$ cat config.mk
export PLATFORM = sky130hd
export DESIGN_NAME = pipelined_ks_addsub_flat
export DESIGN_NICKNAME = d
export VERILOG_FILES = /design/src/rtl/pipelined_ks_addsub_if.sv /design/src/rtl/pipelined_ks_addsub.sv /design/src/flat_wrapper.sv
export SDC_FILE = /design/constraint.sdc
export NUM_CORES = 1
export LEC_CHECK = 0
export ABC_AREA = 1
export ABC_CLOCK_PERIOD_IN_PS = 41200
export BUFFER_PORTS_ARGS = -buffer_cell sky130_fd_sc_hd__clkbuf_2
export CORE_MARGIN = 2
export CORE_UTILIZATION = 40
export CTS_BUF_LIST = sky130_fd_sc_hd__clkbuf_8
export DETAILED_ROUTE_END_ITERATION = 12
export PLACE_DENSITY_LB_ADDON = 0.25
export SYNTH_ARGS = -nofsm -noshare
export SYNTH_HDL_FRONTEND = slang
export SYNTH_SLANG_ARGS = --single-unit
$ cat constraint.sdc
create_clock -name clk -period 41.2 [get_ports clk]
set_clock_uncertainty 0.05 [all_clocks]
set_input_delay 8.24 -clock clk [delete_from_list [all_inputs] [get_ports clk]]
set_output_delay 8.24 -clock clk [all_outputs]
set_load 0.02 [all_outputs]
$ cat src/rtl/pipelined_ks_addsub_if.sv
// pipelined_ks_addsub_if: operand/result valid-ready bundle for the Kogge-Stone adder/subtractor.
interface pipelined_ks_addsub_if #(parameter int WIDTH = 32);
  logic             in_valid;
  logic             in_ready;
  logic [WIDTH-1:0] a;
  logic [WIDTH-1:0] b;
  logic             cin;
  logic             sub;
  logic             out_valid;
  logic             out_ready;
  logic [WIDTH-1:0] sum;
  logic             cout;
  logic             ovf;
  modport master (output in_valid, a, b, cin, sub, out_ready,
                  input  in_ready, out_valid, sum, cout, ovf);
  modport slave  (input  in_valid, a, b, cin, sub, out_ready,
                  output in_ready, out_valid, sum, cout, ovf);
endinterface

$ cat src/rtl/pipelined_ks_addsub.sv
// pipelined_ks_addsub: Kogge-Stone add/sub, one register per prefix level, latency log2(WIDTH)+1.
// Define KS_ADDSUB_SAT_EN to saturate sum on signed overflow.
module pipelined_ks_addsub #(
  parameter int WIDTH = 32
) (
  input logic                   clk,
  input logic                   rst,
  pipelined_ks_addsub_if.slave  io
);
  localparam int LVL = $clog2(WIDTH);
  logic [WIDTH-1:0] g_q [LVL+1];
  logic [WIDTH-1:0] g_d [LVL+1];
  logic [WIDTH-1:0] p_q [LVL+1];
  logic [WIDTH-1:0] p_d [LVL+1];
  logic [WIDTH-1:0] x_q [LVL+1];
  logic [WIDTH-1:0] x_d [LVL+1];
  logic [LVL:0]     c0_q, c0_d, v_q, v_d;
  logic [WIDTH-1:0] sum_q, sum_d, bb, carry, raw;
  logic             cout_q, cout_d, ovf_q, ovf_d, out_valid_q, out_valid_d, adv;
  assign adv          = ~out_valid_q | io.out_ready;
  assign io.in_ready  = adv;
  assign io.out_valid = out_valid_q;
  assign io.sum       = sum_q;
  assign io.cout      = cout_q;
  assign io.ovf       = ovf_q;
  always_comb begin
    bb      = io.sub ? ~io.b : io.b;
    g_d[0]  = io.a & bb;
    p_d[0]  = io.a ^ bb;
    x_d[0]  = io.a ^ bb;
    c0_d[0] = io.sub | io.cin;
    v_d[0]  = io.in_valid;
    for (int k = 1; k <= LVL; k++) begin
      g_d[k]  = g_q[k-1];
      p_d[k]  = p_q[k-1];
      x_d[k]  = x_q[k-1];
      c0_d[k] = c0_q[k-1];
      v_d[k]  = v_q[k-1];
      for (int i = 1 << (k - 1); i < WIDTH; i++) begin
        g_d[k][i] = g_q[k-1][i] | (p_q[k-1][i] & g_q[k-1][i-(1<<(k-1))]);
        p_d[k][i] = p_q[k-1][i] & p_q[k-1][i-(1<<(k-1))];
      end
    end
    // c0 folds into every prefix group here rather than entering the tree as bit -1
    carry  = {g_q[LVL][WIDTH-2:0] | (p_q[LVL][WIDTH-2:0] & {(WIDTH-1){c0_q[LVL]}}), c0_q[LVL]};
    cout_d = g_q[LVL][WIDTH-1] | (p_q[LVL][WIDTH-1] & c0_q[LVL]);
    ovf_d  = carry[WIDTH-1] ^ cout_d;
    raw    = x_q[LVL] ^ carry;
`ifdef KS_ADDSUB_SAT_EN
    // overflow flips the sign, so the operands' common sign is the inverse of raw's MSB
    sum_d  = ovf_d ? {~raw[WIDTH-1], {(WIDTH-1){raw[WIDTH-1]}}} : raw;
`else
    sum_d  = raw;
`endif
    out_valid_d = v_q[LVL];
  end
  always_ff @(posedge clk or posedge rst) begin
    if (rst) begin
      for (int k = 0; k <= LVL; k++) begin
        g_q[k] <= '0;
        p_q[k] <= '0;
        x_q[k] <= '0;
      end
      c0_q        <= '0;
      v_q         <= '0;
      sum_q       <= '0;
      cout_q      <= 1'b0;
      ovf_q       <= 1'b0;
      out_valid_q <= 1'b0;
    end else if (adv) begin
      g_q         <= g_d;
      p_q         <= p_d;
      x_q         <= x_d;
      c0_q        <= c0_d;
      v_q         <= v_d;
      sum_q       <= sum_d;
      cout_q      <= cout_d;
      ovf_q       <= ovf_d;
      out_valid_q <= out_valid_d;
    end
  end
endmodule

$ cat src/flat_wrapper.sv
// flat-port wrapper written by rule: the top's interface ports become plain ports
module pipelined_ks_addsub_flat 
#(
  parameter int WIDTH = 32
)
  (clk, rst, io_in_valid, io_a, io_b, io_cin, io_sub, io_out_ready, io_in_ready, io_out_valid, io_sum, io_cout, io_ovf);
  pipelined_ks_addsub_if #(.WIDTH(WIDTH)) io_i ();
  input logic clk;
  input logic rst;
  input wire logic [$bits(io_i.in_valid)-1:0] io_in_valid;
  input wire logic [$bits(io_i.a)-1:0] io_a;
  input wire logic [$bits(io_i.b)-1:0] io_b;
  input wire logic [$bits(io_i.cin)-1:0] io_cin;
  input wire logic [$bits(io_i.sub)-1:0] io_sub;
  input wire logic [$bits(io_i.out_ready)-1:0] io_out_ready;
  output wire logic [$bits(io_i.in_ready)-1:0] io_in_ready;
  output wire logic [$bits(io_i.out_valid)-1:0] io_out_valid;
  output wire logic [$bits(io_i.sum)-1:0] io_sum;
  output wire logic [$bits(io_i.cout)-1:0] io_cout;
  output wire logic [$bits(io_i.ovf)-1:0] io_ovf;
  assign io_i.in_valid = io_in_valid;
  assign io_i.a = io_a;
  assign io_i.b = io_b;
  assign io_i.cin = io_cin;
  assign io_i.sub = io_sub;
  assign io_i.out_ready = io_out_ready;
  assign io_in_ready = io_i.in_ready;
  assign io_out_valid = io_i.out_valid;
  assign io_sum = io_i.sum;
  assign io_cout = io_i.cout;
  assign io_ovf = io_i.ovf;
  pipelined_ks_addsub #(.WIDTH(WIDTH)) u_core (.clk(clk), .rst(rst), .io(io_i));
endmodule
Word-level counts from Yosys, hierarchy flattened
Cells that the tools add are included.
{"block": "totals", "reg_bits": 591, "latchBits": 0, "ramBits": 0, "mem_bits_ro": 0, "input_bits": 70, "output_inout_bits": 36, "wordCells": 423, "mem_count": 0}
{"block": "op_classes", "add_sub_neg": 0, "mul": 0, "n_div": 0, "order_cmp": 0, "eq_ne": 0, "n_shift": 0, "mux": 1, "n_bitwise": 399, "reduce_logical": 0}
{"op": "$and 1x1->1", "count": 259}
{"op": "$or 1x1->1", "count": 132}
{"op": "$xor 32x32->32", "count": 2}
{"op": "$and 32x32->32", "count": 1}
{"op": "$mux 32", "count": 1}
{"op": "$not 32->32", "count": 1}
{"op": "$and 31x31->31", "count": 1}
{"op": "$or 31x31->31", "count": 1}
{"op": "$not 1->1", "count": 1}
{"op": "$xor 1x1->1", "count": 1}

Logic depth before layout (Yosys ltp)
{"block": "logic_depth", "ltp_word": 3, "mapped_depth": 8, "depth_no_buf": 6}

Least setup slack after synthesis
Ideal clock, no wire load.
{"block": "synth_timing", "path_kind": "input-to-output", "startpoint": "in io_out_ready", "endpoint": "out io_in_ready", "arrival_ns": 8.763, "required_ns": 32.910, "setup_slack_ns": 24.147, "stages": 4, "path_buffers": 2, "path_cell_list": "inv_1 -> nand2_1 -> buf_2 -> buf_2"}
{"block": "synth_via", "elab_chain_len": 1}
{"item": "start: declaration", "line": "flat_wrapper.sv:15", "source": "input wire logic [$bits(io_i.out_ready)-1:0] io_out_ready;"}
{"item": "$or 1x1->1", "line": "pipelined_ks_addsub.sv:20", "source": "assign adv = ~out_valid_q | io.out_ready;"}
{"item": "end: declaration", "line": "flat_wrapper.sv:16", "source": "output wire logic [$bits(io_i.in_ready)-1:0] io_in_ready;"}
Every way passes these cells.

Final worst setup path
Same ends and word-level chain as after synthesis.

==> results_dict.tcl <==
set metrics [dict create \
    cp_common_cell "clkbuf_2" \
    cp_cell_sequence "clkbuf_2 -> inv_1 -> nand2_4 -> clkbuf_2" \
    row_count 88 \
    ff2ff_setup_slack_ns 37.84 \
    relSlewSlack_pct 21.9 \
    fin_area_um2 26400 \
    outcome "complete, no violations" \
    postCtsSetupBuffers 0 \
    drt-initial-drc-count 1335 \
    p_leak_nw 13.1 \
    drive_above_1_share_pct 9.23 \
    critPathKind "in2out" \
    dpl_cell_area_um2 24500 \
    hp-start "u_core.v_q[5]" \
    drc 0 \
    cp_max_fo 52 \
    cts_sinks 586 \
    cts_resized 0 \
    setup_tns_ns 0 \
    crit_arrival_ns 9.09 \
    io_buffers 105 \
    top_level_ports 106 \
    gp_congestion 0.819 \
    worst_hold_path_type "reg2reg" \
    ys_types 17 \
    ys_warn_count 0 \
    cts_tree "built" \
    r2r_end "u_core.g_d[36]" \
    syn2layout_area_growth_pct 12.2 \
    cap_violations 0 \
    r2r-start "u_core.io.out_valid" \
    via_count 17000 \
    clk_latency_ns 0.69 \
    crit_required_ns 32.91 \
    min_period_over_period_pct 42.2 \
    startpoint_type "input port" \
    clk_pin_slew_worst_paths_ns 0.06 \
    synth_seq_cells 586 \
    routed_via_density 4.89 \
    first_global_vias 16500 \
    postRouteAntennaNets 0 \
    placed_cells 3315 \
    gr-total-overflow 0 \
    ir_drop_v 0.0000340 \
    finalPower_mw 1.87 \
    cpMaxStageDelayCell "nand2_4" \
    grtUsageTotal_pct 18.9 \
    wl_per_cell_um 16.1 \
    die_w_um 246 \
    core_area_um2 57900 \
    finalMaxSlewViolations 0 \
    pre_cts_ws_ns 23.80 \
    synth_fp_nets 2664 \
    grt_max_degree 247 \
    cts_buffers 93 \
    netlist_area_um2 23500 \
    worstSetupEndpointType "output pin" \
    fin_ws_ns 23.82 \
    die_area_um2 60700 \
    routed_wl_mm 56.0 \
    final_util_pct 45.5 \
    r2r.worst_path.cells 5 \
    worst-slew-pin-transition_ns 1.17 \
    grt_pass1_wl_mm 90.4 \
    holdPathEnd "u_core.io.out_valid" \
    min_period_ns 17.38 \
    drt-pass1-iter-count 7 \
    hold_buffers 0 \
    holdPathStages 2 \
    clk_path_buf_depth 3 \
    hpwl_mm 36.3 \
    finalHoldViolCount 0 \
    rsz0062_at_grt "false" \
    avgSynthCellArea_um2 9.18 \
    worst_path_largest_cell_delay_ns 0.38 \
    power.density_nw_per_um2 71.0 \
    die_h_um 246 \
    htreeDepth 3 \
    synth-seq-area-share_pct 62.4 \
    root_buffer "clkbuf_8" \
    instances_no_fill 3486 \
    holdWs_ns 0.397 \
    initial_core_util_pct 40.6 \
    fin_nets 2748 \
    synth_cells 2561 \
    antenna_found_initial 1 \
    fmax_mhz 57.5 \
    setup_viol 0 \
]
[worst max-delay path by stage]
| stage | start | endpoint | slack (ns) | cells past startpoint |
|---|---|---|---|---|
| finish | io_out_ready | io_in_ready | 23.82 | 4 |
| global route | io_out_ready | io_in_ready | 23.73 | 4 |
| CTS | io_out_ready | io_in_ready | 23.80 | 4 |
| detailed placement | io_out_ready | io_in_ready | 23.80 | 4 |
| global placement | io_out_ready | io_in_ready | 23.79 | 4 |
| floorplan | rst | u_core.c0_q[0] | 16.51 | 1 |
[power by group]
part	switching (mW)	internal, mW	leakage (nW)
clock network	0.225	0.263	1.11
logic	0.303	0.141	4.50
registers	0.157	0.783	7.53
[cell type report]
class	instances	area, um2
clock inverter	52	244
tap	765	957
clock buffer	118	1620
antenna	1	2.50
inverter	158	601
fill	5765	31500
sequential	586	14700
timing repair buffer	119	668
multi-input combinational	1687	7620
[layer usage]
layer | share of wire [%] | global-route usage (%) | wire (um) | vias to the layer above
li1 | - | - | - | 8428
met1 | 49 | 28.0 | 27400 | 8223
met4 | 2.2 | 6.48 | 1250 | 0
met3 | 4.1 | 3.07 | 2310 | 74
met5 | 0 | 0 | 0 | -
met2 | 45 | 28.1 | 25100 | 308
[critical path, delay by kind of cell]
| kind | cells | cell delay (ns) |
|---|---|---|
| simple gates | 1 | 0.38 |
| buf+inv | 3 | 0.47 |
[registers in the layout, indices dropped and copies added, names as in the netlist]
name,cells
u_core.io.cout,1
u_core.x_q,32
u_core.p_d,27
u_core.c0_q,6
u_core.x_d,128
u_core.g_d,31
u_core.v_q,6
u_core.p_q,160
u_core.io.ovf,1
u_core.io.sum,32
u_core.io.out_valid,1
u_core.g_q,161
[cell families (layout without fill, tap and decap cells)]
kind of cell,count (synthesis),in the layout,synth area share (%)
xor gates and xnor gates,32,32,1.19
DFF,586,586,62.4
other,0,1,0
adders and majority gates,33,33,1.76
buffers and inverters,288,447,5.22
AOI/OAI and AO/OA,552,552,11.8
and+or+nand+nor,1070,1070,17.7
[synth_stat cells]
cell | number | share of area (%)
o22ai_1 | 2 | 0.053
buf_2 | 75 | 1.6
o21ai_0 | 391 | 8.3
nor2_4 | 1 | 0.048
nand2_1 | 968 | 15
nor3_1 | 1 | 0.021
dfrtp_1 | 586 | 62
buf_1 | 1 | 0.016
nand3_1 | 100 | 2.1
a21oi_1 | 159 | 3.4
ha_1 | 33 | 1.8
buf_6 | 2 | 0.096
clkbuf_1 | 42 | 0.67
buf_4 | 10 | 0.32
inv_2 | 1 | 0.016
xor2_1 | 32 | 1.2
inv_1 | 157 | 2.5
[cell usage in the layout (no fill, tap or decap), drive strengths merged]
master / synthesis / routed
nor2: 1 / 1
buf: 88 / 14
clkinvlp: 0 / 3
o21ai: 391 / 391
nor3: 1 / 1
diode: 0 / 1
a21oi: 159 / 159
ha: 33 / 33
inv: 158 / 201
o22ai: 2 / 2
nand2: 968 / 968
bufinv: 0 / 1
xor2: 32 / 32
nand3: 100 / 100
clkbuf: 42 / 223
clkinv: 0 / 5
dfrtp: 586 / 586
Note: power is estimated with default switching activity, not from simulation.
